==> config.mk <==
export PLATFORM = sky130hd
export DESIGN_NAME = twelve_state_counter
export DESIGN_NICKNAME = d
export VERILOG_FILES = /design/src/rtl/twelve_state_counter_pkg.sv /design/src/rtl/twelve_state_counter_tc_decode.sv /design/src/rtl/twelve_state_counter.sv
export SDC_FILE = /design/constraint.sdc
export NUM_CORES = 1
export LEC_CHECK = 0
export BUFFER_PORTS_ARGS = -buffer_cell sky130_fd_sc_hd__buf_4
export CAP_MARGIN = 15
export CORE_AREA = 3 3 40 42
export DETAILED_ROUTE_END_ITERATION = 10
export DIE_AREA = 0 0 43 45
export PLACE_DENSITY_LB_ADDON = 0.3
export SETUP_SLACK_MARGIN = 0.02
export SKIP_CTS_REPAIR_TIMING = 1
export SLEW_MARGIN = 20
export SYNTH_ARGS = -nofsm -noshare
export SYNTH_HDL_FRONTEND = slang
export SYNTH_SLANG_ARGS = --single-unit
==> constraint.sdc <==
create_clock -name clk -period 1.01 [get_ports clk]
set_input_delay 0.101 -clock clk [delete_from_list [all_inputs] [get_ports clk]]
set_output_delay 0.101 -clock clk [all_outputs]
set_load 0.03 [all_outputs]
==> src/rtl/twelve_state_counter_pkg.sv <==
// Shared definitions for the modulo-12 counter family.
// Holds the default geometry of the counter and a helper that turns a
// modulus into the terminal-count value, so sibling counters built from
// the same parts agree on where the wrap happens.
package twelve_state_counter_pkg;

  localparam int MODULUS_DEFAULT = 12;
  localparam int WIDTH_DEFAULT   = 4;
  localparam int TC_VALUE        = MODULUS_DEFAULT - 1;

  // Last legal state of a counter with the given number of states.
  function automatic int tcOf(input int modulus);
    return modulus - 1;
  endfunction

endpackage

==> src/rtl/twelve_state_counter_tc_decode.sv <==
// Terminal-count decode shared by counters of this family.
// Ports:
//   count_i  current counter state
//   en_i     count enable of this stage
//   tc_o     high while enabled and sitting on the terminal value, i.e. the
//            next edge wraps this stage and should advance the next one
module twelve_state_counter_tc_decode
  import twelve_state_counter_pkg::*;
#(
  parameter int WIDTH   = WIDTH_DEFAULT,
  parameter int MODULUS = MODULUS_DEFAULT
) (
  input  logic [WIDTH-1:0] count_i,
  input  logic             en_i,
  output logic             tc_o
);

  localparam logic [WIDTH-1:0] TC = WIDTH'(tcOf(MODULUS));

  // Purely combinational so the carry appears in the same cycle as the
  // enable that will cause the wrap.
  always_comb begin
    tc_o = en_i & (count_i == TC);
  end

endmodule

==> src/rtl/twelve_state_counter.sv <==
// Modulo-MODULUS up-counter with count enable and cascade carry.
// Ports:
//   clk     system clock, state changes on the rising edge
//   rstb    asynchronous active-low reset, clears count immediately
//   cnt_en  count enable, sampled on the rising edge
//   count   registered counter state, 0 .. MODULUS-1
//   y       carry: cnt_en while count is at MODULUS-1 (combinational)
module twelve_state_counter
  import twelve_state_counter_pkg::*;
#(
  parameter int WIDTH   = WIDTH_DEFAULT,
  parameter int MODULUS = MODULUS_DEFAULT
) (
  input  logic             clk,
  input  logic             rstb,
  input  logic             cnt_en,
  output logic [WIDTH-1:0] count,
  output logic             y
);

  localparam logic [WIDTH-1:0] TC = WIDTH'(tcOf(MODULUS));

  logic [WIDTH-1:0] count_q;
  logic [WIDTH-1:0] count_d;

  // Next state. Comparing with >= rather than == means any unreachable
  // encoding above the terminal value also loads 0 on the next enabled
  // edge, so the counter recovers on its own from a corrupted state.
  always_comb begin
    count_d = count_q;
    if (cnt_en) begin
      if (count_q >= TC) begin
        count_d = '0;
      end else begin
        count_d = count_q + WIDTH'(1);
      end
    end
  end

  // State register; reset wins over any count in progress and does not
  // depend on cnt_en, so an unknown enable during reset still gives 0.
  always_ff @(posedge clk or negedge rstb) begin
    if (!rstb) begin
      count_q <= '0;
    end else begin
      count_q <= count_d;
    end
  end

  assign count = count_q;

  twelve_state_counter_tc_decode #(
    .WIDTH   (WIDTH),
    .MODULUS (MODULUS)
  ) u_tc_decode (
    .count_i (count_q),
    .en_i    (cnt_en),
    .tc_o    (y)
  );

endmodule

==> metrics.md, run 1 <==
| Metric | Value |
|---|---|
| Outcome | `complete, but fails checks` |
| Failing checks | `setup timing` |
| Max-slew headroom | `about nine tenths` |
| Final Max Slew Viols | `0` |
| Antenna violations before repair | `0` |
| Total Power | `0.00125 W` |
| Syn Nets | `23` |
| Multi-input logic area | `approximately 120 um2` |
| Nature of the critical path endpoint | `output pin` |
| Via density | `roughly 4.3` |
| DRT Pass-1 Iters | `2` |
| Crit path to | `y` |
| Area Growth Syn to Fin | `85.7%` |
| IO Count | `8` |
| Actual slew at the worst max-slew pin | `between 150 and 200 ps` |
| Path type of the worst setup path | `reg2out` |
| Reg2reg setup slack | `-40 ps` |
| Cell leakage power | `about 0.18 nW` |
| Cell area after synthesis | `between 200 and 250 um2` |
| Cell area after placement | `between 300 and 400 um2` |
| Syn Area/Cell | `11.1 um2` |
| Req. time, crit path | `910 ps` |
| Post-synth top area share | `47.6%` |
| H-tree Lvls | `1` |
| Inserted Clock Buffers | `3` |
| Worst path max stage delay | `420 ps` |
| Placer Congestion | `0.758` |
| Nets | `41` |
| Full die area | `just under 0.002 mm2` |
| CTS root buf | `clkbuf_4` |
| Clock Sinks | `4` |
| Worst Path Max Fanout | `5` |
| Largest register FFs | `4` |
| F_max | `roughly 780 MHz` |
| Hold slack | `~130 ps` |
| Row Count | `13` |
| Design Area, Final | `390 um2` |
| GRT Util Overall | `between 6 and 7%` |
| Critical path origin | `count[1]$_DFFE_PN0P_` |
| Worst vdd ir | `0.00143 V` |
| PwrDens | `approximately 3200 mW/mm2` |
| CTS tree | `done` |
| Sequential Area | `104 um2` |
| Clock slew at reported path FFs | `~40 ps` |
| Fin crit period | `1280 ps` |
| Chip width | `roughly 43 um` |
| Slowest-stage cell, CP | `dfrtp_2` |
| Dominant cell type by area after synthesis | `dfrtp_1` |
| Core ar. | `roughly 0.0013 mm2` |
| Ys Warns | `0` |
| DRT iter0 DRCs | `6` |
| Crit-path cells | `ha_4, and4b_2, buf_6` |
| Final setup TNS | `-354 ps` |
| Final hold vios | `0` |
| Clock Latency Late Sink | `230 ps` |
| Global-route wire length before repair | `between 800 and 900 um` |
| Unique cell type count in the Yosys netlist | `14` |
| Final setup violation count | `4` |
| R2R Path End | `count[2]$_DFFE_PN0P_` |
| Cell count after synthesis | `19` |
| Die height | `around 45 um` |
| Critical path data arrival time | `roughly 1200 ps` |
| Dpl ws | `-38.2 ps` |
| Max Clock Skew | `~2.7 ps` |
| Post-route ant nets | `0` |
| RSZ-0062 raised after global routing | `yes` |
| Synth Register Bits | `4` |
| Detailed-route via count | `between 200 and 250` |
| Register area share after synthesis | `47.6%` |
| # port buffers | `7` |
| Fillers | `approximately 150` |
| Total grt overflow | `0` |
| Area contributors post-synth | `dfrtp_1 48%, and4bb_1 6.0%, ha_1 6.0%` |
| Worst R2R Path Depth | `3` |
| DRC viols | `0` |
| Clock buffer depth | `2` |
| Starting Density | `between 10% and 20%` |
| Crit share post-route | `127%` |
| Startpoint Class | `flip-flop` |
| Worst r2r src | `count[1]$_DFFE_PN0P_` |
| DRT Wirelength | `roughly 570 um` |
| Max cap viols | `0` |
| PnR worst setup slack | `-272 ps` |
| Hpwl dp | `a little under 400 um` |
| Largest net degree at the start of global routing | `10` |
| Share of cells above drive strength 1 | `a little under three fifths` |
| Ant diodes | `0` |
| Min-delay worst type | `in2reg` |
| Number of global-route vias before repair | `204` |
| Routed WL per cell | `roughly 11 um` |
==> cell usage in the layout (no fill, tap or decap) <==
cell type / count
buf_4: 7
buf_6: 5
clkbuf_4: 3
dfrtp_2: 3
o21ai_0: 2
nand2b_1: 2
and4b_2: 1
inv_1: 1
o21a_1: 1
nand2_1: 1
o22ai_1: 1
nand4b_1: 1
o2bb2ai_1: 1
o21ai_1: 1
and4bb_1: 1
a21o_1: 1
ha_4: 1
clkbuf_1: 1
dfrtp_1: 1
dlygate4sd3_1: 1
==> cell usage after synthesis <==
master     number
dfrtp_1         4
nand2b_1        2
o21ai_0         2
a21o_1          1
and4b_2         1
and4bb_1        1
ha_1            1
inv_1           1
nand2_1         1
nand4b_1        1
o21a_1          1
o21ai_1         1
o22ai_1         1
o2bb2ai_1       1
==> worst min-delay path by stage <==
stage / slack [ps] / depth (start not counted) / endpoint / start
floorplan: -190 / 0 / count[0]$_DFFE_PN0P_ / rstb
global placement: -100 / 1 / count[3]$_DFFE_PN0P_ / rstb
detailed placement: -100 / 1 / count[3]$_DFFE_PN0P_ / rstb
CTS: -360 / 1 / count[0]$_DFFE_PN0P_ / rstb
global route: 130 / 2 / count[1]$_DFFE_PN0P_ / cnt_en
finish: 130 / 2 / count[1]$_DFFE_PN0P_ / cnt_en
==> cells by family (layout without fill, tap and decap cells) <==
logic type,count (synthesis),after routing,share of synthesized area (%)
AOI/OAI and AO/OA,7,7,21.4
buffers and inverters,1,18,1.78
DFF,4,4,47.6
adders and majority gates,1,1,5.95
and+or+nand+nor,6,6,23.2
==> worst max-delay path: cells and delay by family (launching register included) <==
family,cells,cell delay [ps]
flip-flops,1,420
AND/OR/NAND/NOR,1,220
adder cells (fa/ha/maj),1,170
buffers and inverters,1,140
==> routing by layer <==
layer / global-route usage [%] / wire length (um) / vias to the layer above
li1: - / - / 108
met1: 7.32 / 276 / 97
met2: 8.68 / 216 / 12
met3: 7.97 / 76 / 0
met4: 1.81 / 0 / 0
met5: 0 / 0 / -
==> through the flow <==
step / std cells / utilization, %
2_1_floorplan: 19 / -
3_3_place_gp: 44 / 24.8
3_5_place_dp: 44 / 24.8
4_1_cts: 48 / 26.9
5_1_grt: 51 / 30.4
6_report: 51 / 30.4
==> area by class of cell <==
cell class	instances	share of cell area [%]
timing repair buffer	13	30.4
clock buffer	4	6.73
sequential	4	26.6
inverter	1	0.962
tap	15	4.81
multi-input combinational	14	30.4
==> power by group <==
group	internal [W]	switching (W)	leakage, nW	total (W)
clock	0.000148	0.0000678	0.0150	0.000216
combinational	0.000373	0.000339	0.118	0.000712
sequential	0.000244	0.0000818	0.0467	0.000326
total	0.000765	0.000489	0.180	0.00125
Power figures use the tool's default switching activity.
==> run 2, diff against run 1 <==
Settings changed: MAX_ROUTING_LAYER set to met4.
==> run 2 against run 1 <==
  * The run still ends with setup timing left
  * Register-to-register slack about the same
  * Non-clock buffer count unchanged
  * Combinational power barely moved
  * Critical endpoint unchanged
  * First-iteration DRC count is the same
  * Die area unchanged
  * Clock skew hardly changed
  * Worst setup slack improved by 1.2 ps
  * Wire length grew 1.4%
  * Clock-buffer cell count unchanged
  * Worst hold slack gained 3.4 ps
  * Final cell count unchanged
  * Critical path depth unchanged
==> metrics.md, run 2 (synthesis gave the netlist of run 1 again) <==
| Metric | Value |
|---|---|
| Outcome | `complete, but fails checks (unchanged)` |
| Failing checks | `setup timing (unchanged)` |
| Area Growth Syn to Fin | `85.7% (unchanged)` |
| Largest net degree at the start of global routing | `10 (unchanged)` |
| Post-route ant nets | `0 (unchanged)` |
| RSZ-0062 raised after global routing | `yes (unchanged)` |
| Share of cells above drive strength 1 | `55.6% (unchanged)` |
| Min-delay worst type | `in2reg (unchanged)` |
| Clock Sinks | `4 (unchanged)` |
| IO Count | `8 (unchanged)` |
| Comb pwr share | `56.7% (was 56.8%)` |
| DRT Pass-1 Iters | `2 (unchanged)` |
| Actual slew at the worst max-slew pin | `163 ps (was 165 ps)` |
| Hold slack | `135 ps (was 132 ps)` |
| Clock buffer depth | `2 (unchanged)` |
| Chip width | `43 um (unchanged)` |
| Hold path cells | `2 (unchanged)` |
| CTS root buf | `clkbuf_4 (unchanged)` |
| Routed WL per cell | `11.3 um (was 11.2 um)` |
| Req. time, crit path | `910 ps (about the same)` |
| R2R Path End | `count[2]$_DFFE_PN0P_ (unchanged)` |
| Max-slew headroom | `89.0% (was 88.9%)` |
| Worst R2R Path Depth | `3 (unchanged)` |
| Core ar. | `0.00128 mm2 (unchanged)` |
| Antenna violations before repair | `0 (unchanged)` |
| Commonest non-fill, non-tap cells in the layout | `7 x buf_4, 5 x buf_6, 3 x clkbuf_4, 3 x dfrtp_2 (unchanged)` |
| Max Clock Skew | `2.46 ps (was 2.72 ps)` |
| Path type of the worst setup path | `reg2out (unchanged)` |
| Clock slew at reported path FFs | `40 ps (about the same)` |
| Pint | `0.000765 W (about the same)` |
| Final setup TNS | `-352 ps (was -354 ps)` |
| DRT Wirelength | `578 um (was 570 um)` |
| Starting Density | `16.4% (unchanged)` |
| Sequential Power Share | `26.0% (about the same)` |
| Crit share post-route | `127% (about the same)` |
| DRT iter0 DRCs | `6 (unchanged)` |
| Fillers | `152 (unchanged)` |
| Worst vdd ir | `0.00143 V (about the same)` |
| Worst Hold Launch | `cnt_en (unchanged)` |
| Clock Latency Late Sink | `230 ps (about the same)` |
| Switching power | `0.000489 W (about the same)` |
| Number of global-route vias before repair | `204 (unchanged)` |
| Total grt overflow | `0 (unchanged)` |
| Dpl ws | `-38.2 ps (unchanged)` |
| Hold Path Sink | `count[1]$_DFFE_PN0P_ (unchanged)` |
| Startpoint Class | `flip-flop (unchanged)` |
| Largest register FFs | `4 (unchanged)` |
| F_max | `781 MHz (was 780 MHz)` |
| CTS tree | `done (unchanged)` |
| Row Count | `13 (unchanged)` |
| Cell leakage power | `0.180 nW (unchanged)` |
| Net Sw Frac | `39.0% (about the same)` |
| Fin crit period | `1280 ps (about the same)` |
| Final hold vios | `0 (unchanged)` |
| PnR worst setup slack | `-271 ps (was -272 ps)` |
| Final setup violation count | `4 (unchanged)` |
| Detailed-route via count | `219 (was 217)` |
| Clk pwr share | `17.2% (was 17.3%)` |
| GRT Util Overall | `7.06% (was 6.86%)` |
| Inserted Clock Buffers | `3 (unchanged)` |
| PwrDens | `3210 mW/mm2 (about the same)` |
| Global-route wire length before repair | `883 um (unchanged)` |
| Via density | `4.29 (was 4.25)` |
| Most common cell after layout, fill and taps aside | `buf_4 (unchanged)` |
| DRC viols | `0 (unchanged)` |
| Full die area | `0.00194 mm2 (unchanged)` |
| Die height | `45 um (unchanged)` |
| Worst r2r src | `count[1]$_DFFE_PN0P_ (unchanged)` |
| Hpwl dp | `384 um (unchanged)` |
| Worst Path Max Fanout | `5 (unchanged)` |
| Critical path data arrival time | `1180 ps (about the same)` |
| Ant diodes | `0 (unchanged)` |
| H-tree Lvls | `1 (unchanged)` |
| Nature of the critical path endpoint | `output pin (unchanged)` |
| Placer Congestion | `0.768 (was 0.758)` |
| Final Max Slew Viols | `0 (unchanged)` |
| Total Power | `0.00125 W (about the same)` |
| Reg2reg setup slack | `-30 ps (was -40 ps)` |
| Nets | `41 (unchanged)` |
| # port buffers | `7 (unchanged)` |
| Max cap viols | `0 (unchanged)` |
run 2: through the flow:
stage               cells  area (um2)  util [%]
finish                 51         390      30.4
global route           51         390      30.4
CTS                    48         345      26.9
detailed placement     44         319      24.8
global placement       44         319      24.8
floorplan              19         225         -
run 2: worst max-delay path by stage:
stage | startpoint | to | slack (ps)
3_3_place_gp | count[1]$_DFFE_PN0P_ | y | -30
5_1_grt | count[1]$_DFFE_PN0P_ | y | -320
6_report | count[1]$_DFFE_PN0P_ | y | -270
4_1_cts | count[1]$_DFFE_PN0P_ | y | -300
3_5_place_dp | count[1]$_DFFE_PN0P_ | y | -40
2_1_floorplan | count[0]$_DFFE_PN0P_ | count[2]$_DFFE_PN0P_ | -90
run 2: power by group through the flow:
stage | clock [W] | sequential (W) | combinational (W)
after floorplan | 0 | 0.000475 | 0.000181
after global placement | 0 | 0.000321 | 0.000583
after detailed placement | 0 | 0.000325 | 0.000594
after CTS | 0.000231 | 0.000324 | 0.000597
after global routing | 0.000251 | 0.000340 | 0.000769
final | 0.000216 | 0.000326 | 0.000711
run 2: critical path: stages, from the launching register on:
cell	delay [ps]
dfrtp_2	420
ha_4	170
and4b_2	220
buf_6	140
run 2: final cells by class:
type	instances	area (um2)	area share [%]
clock buffer	4	26.3	6.73
inverter	1	3.75	0.962
multi-input combinational	14	119	30.4
sequential	4	104	26.6
tap	15	18.8	4.81
timing repair buffer	13	119	30.4
run 2: metal layers:
layer	vias up	GRT usage (%)	share of wire (%)
li1	109	-	-
met1	98	7.32	51
met2	12	8.68	36
met3	0	7.97	13
met4	0	1.81	0
met5	-	-	0
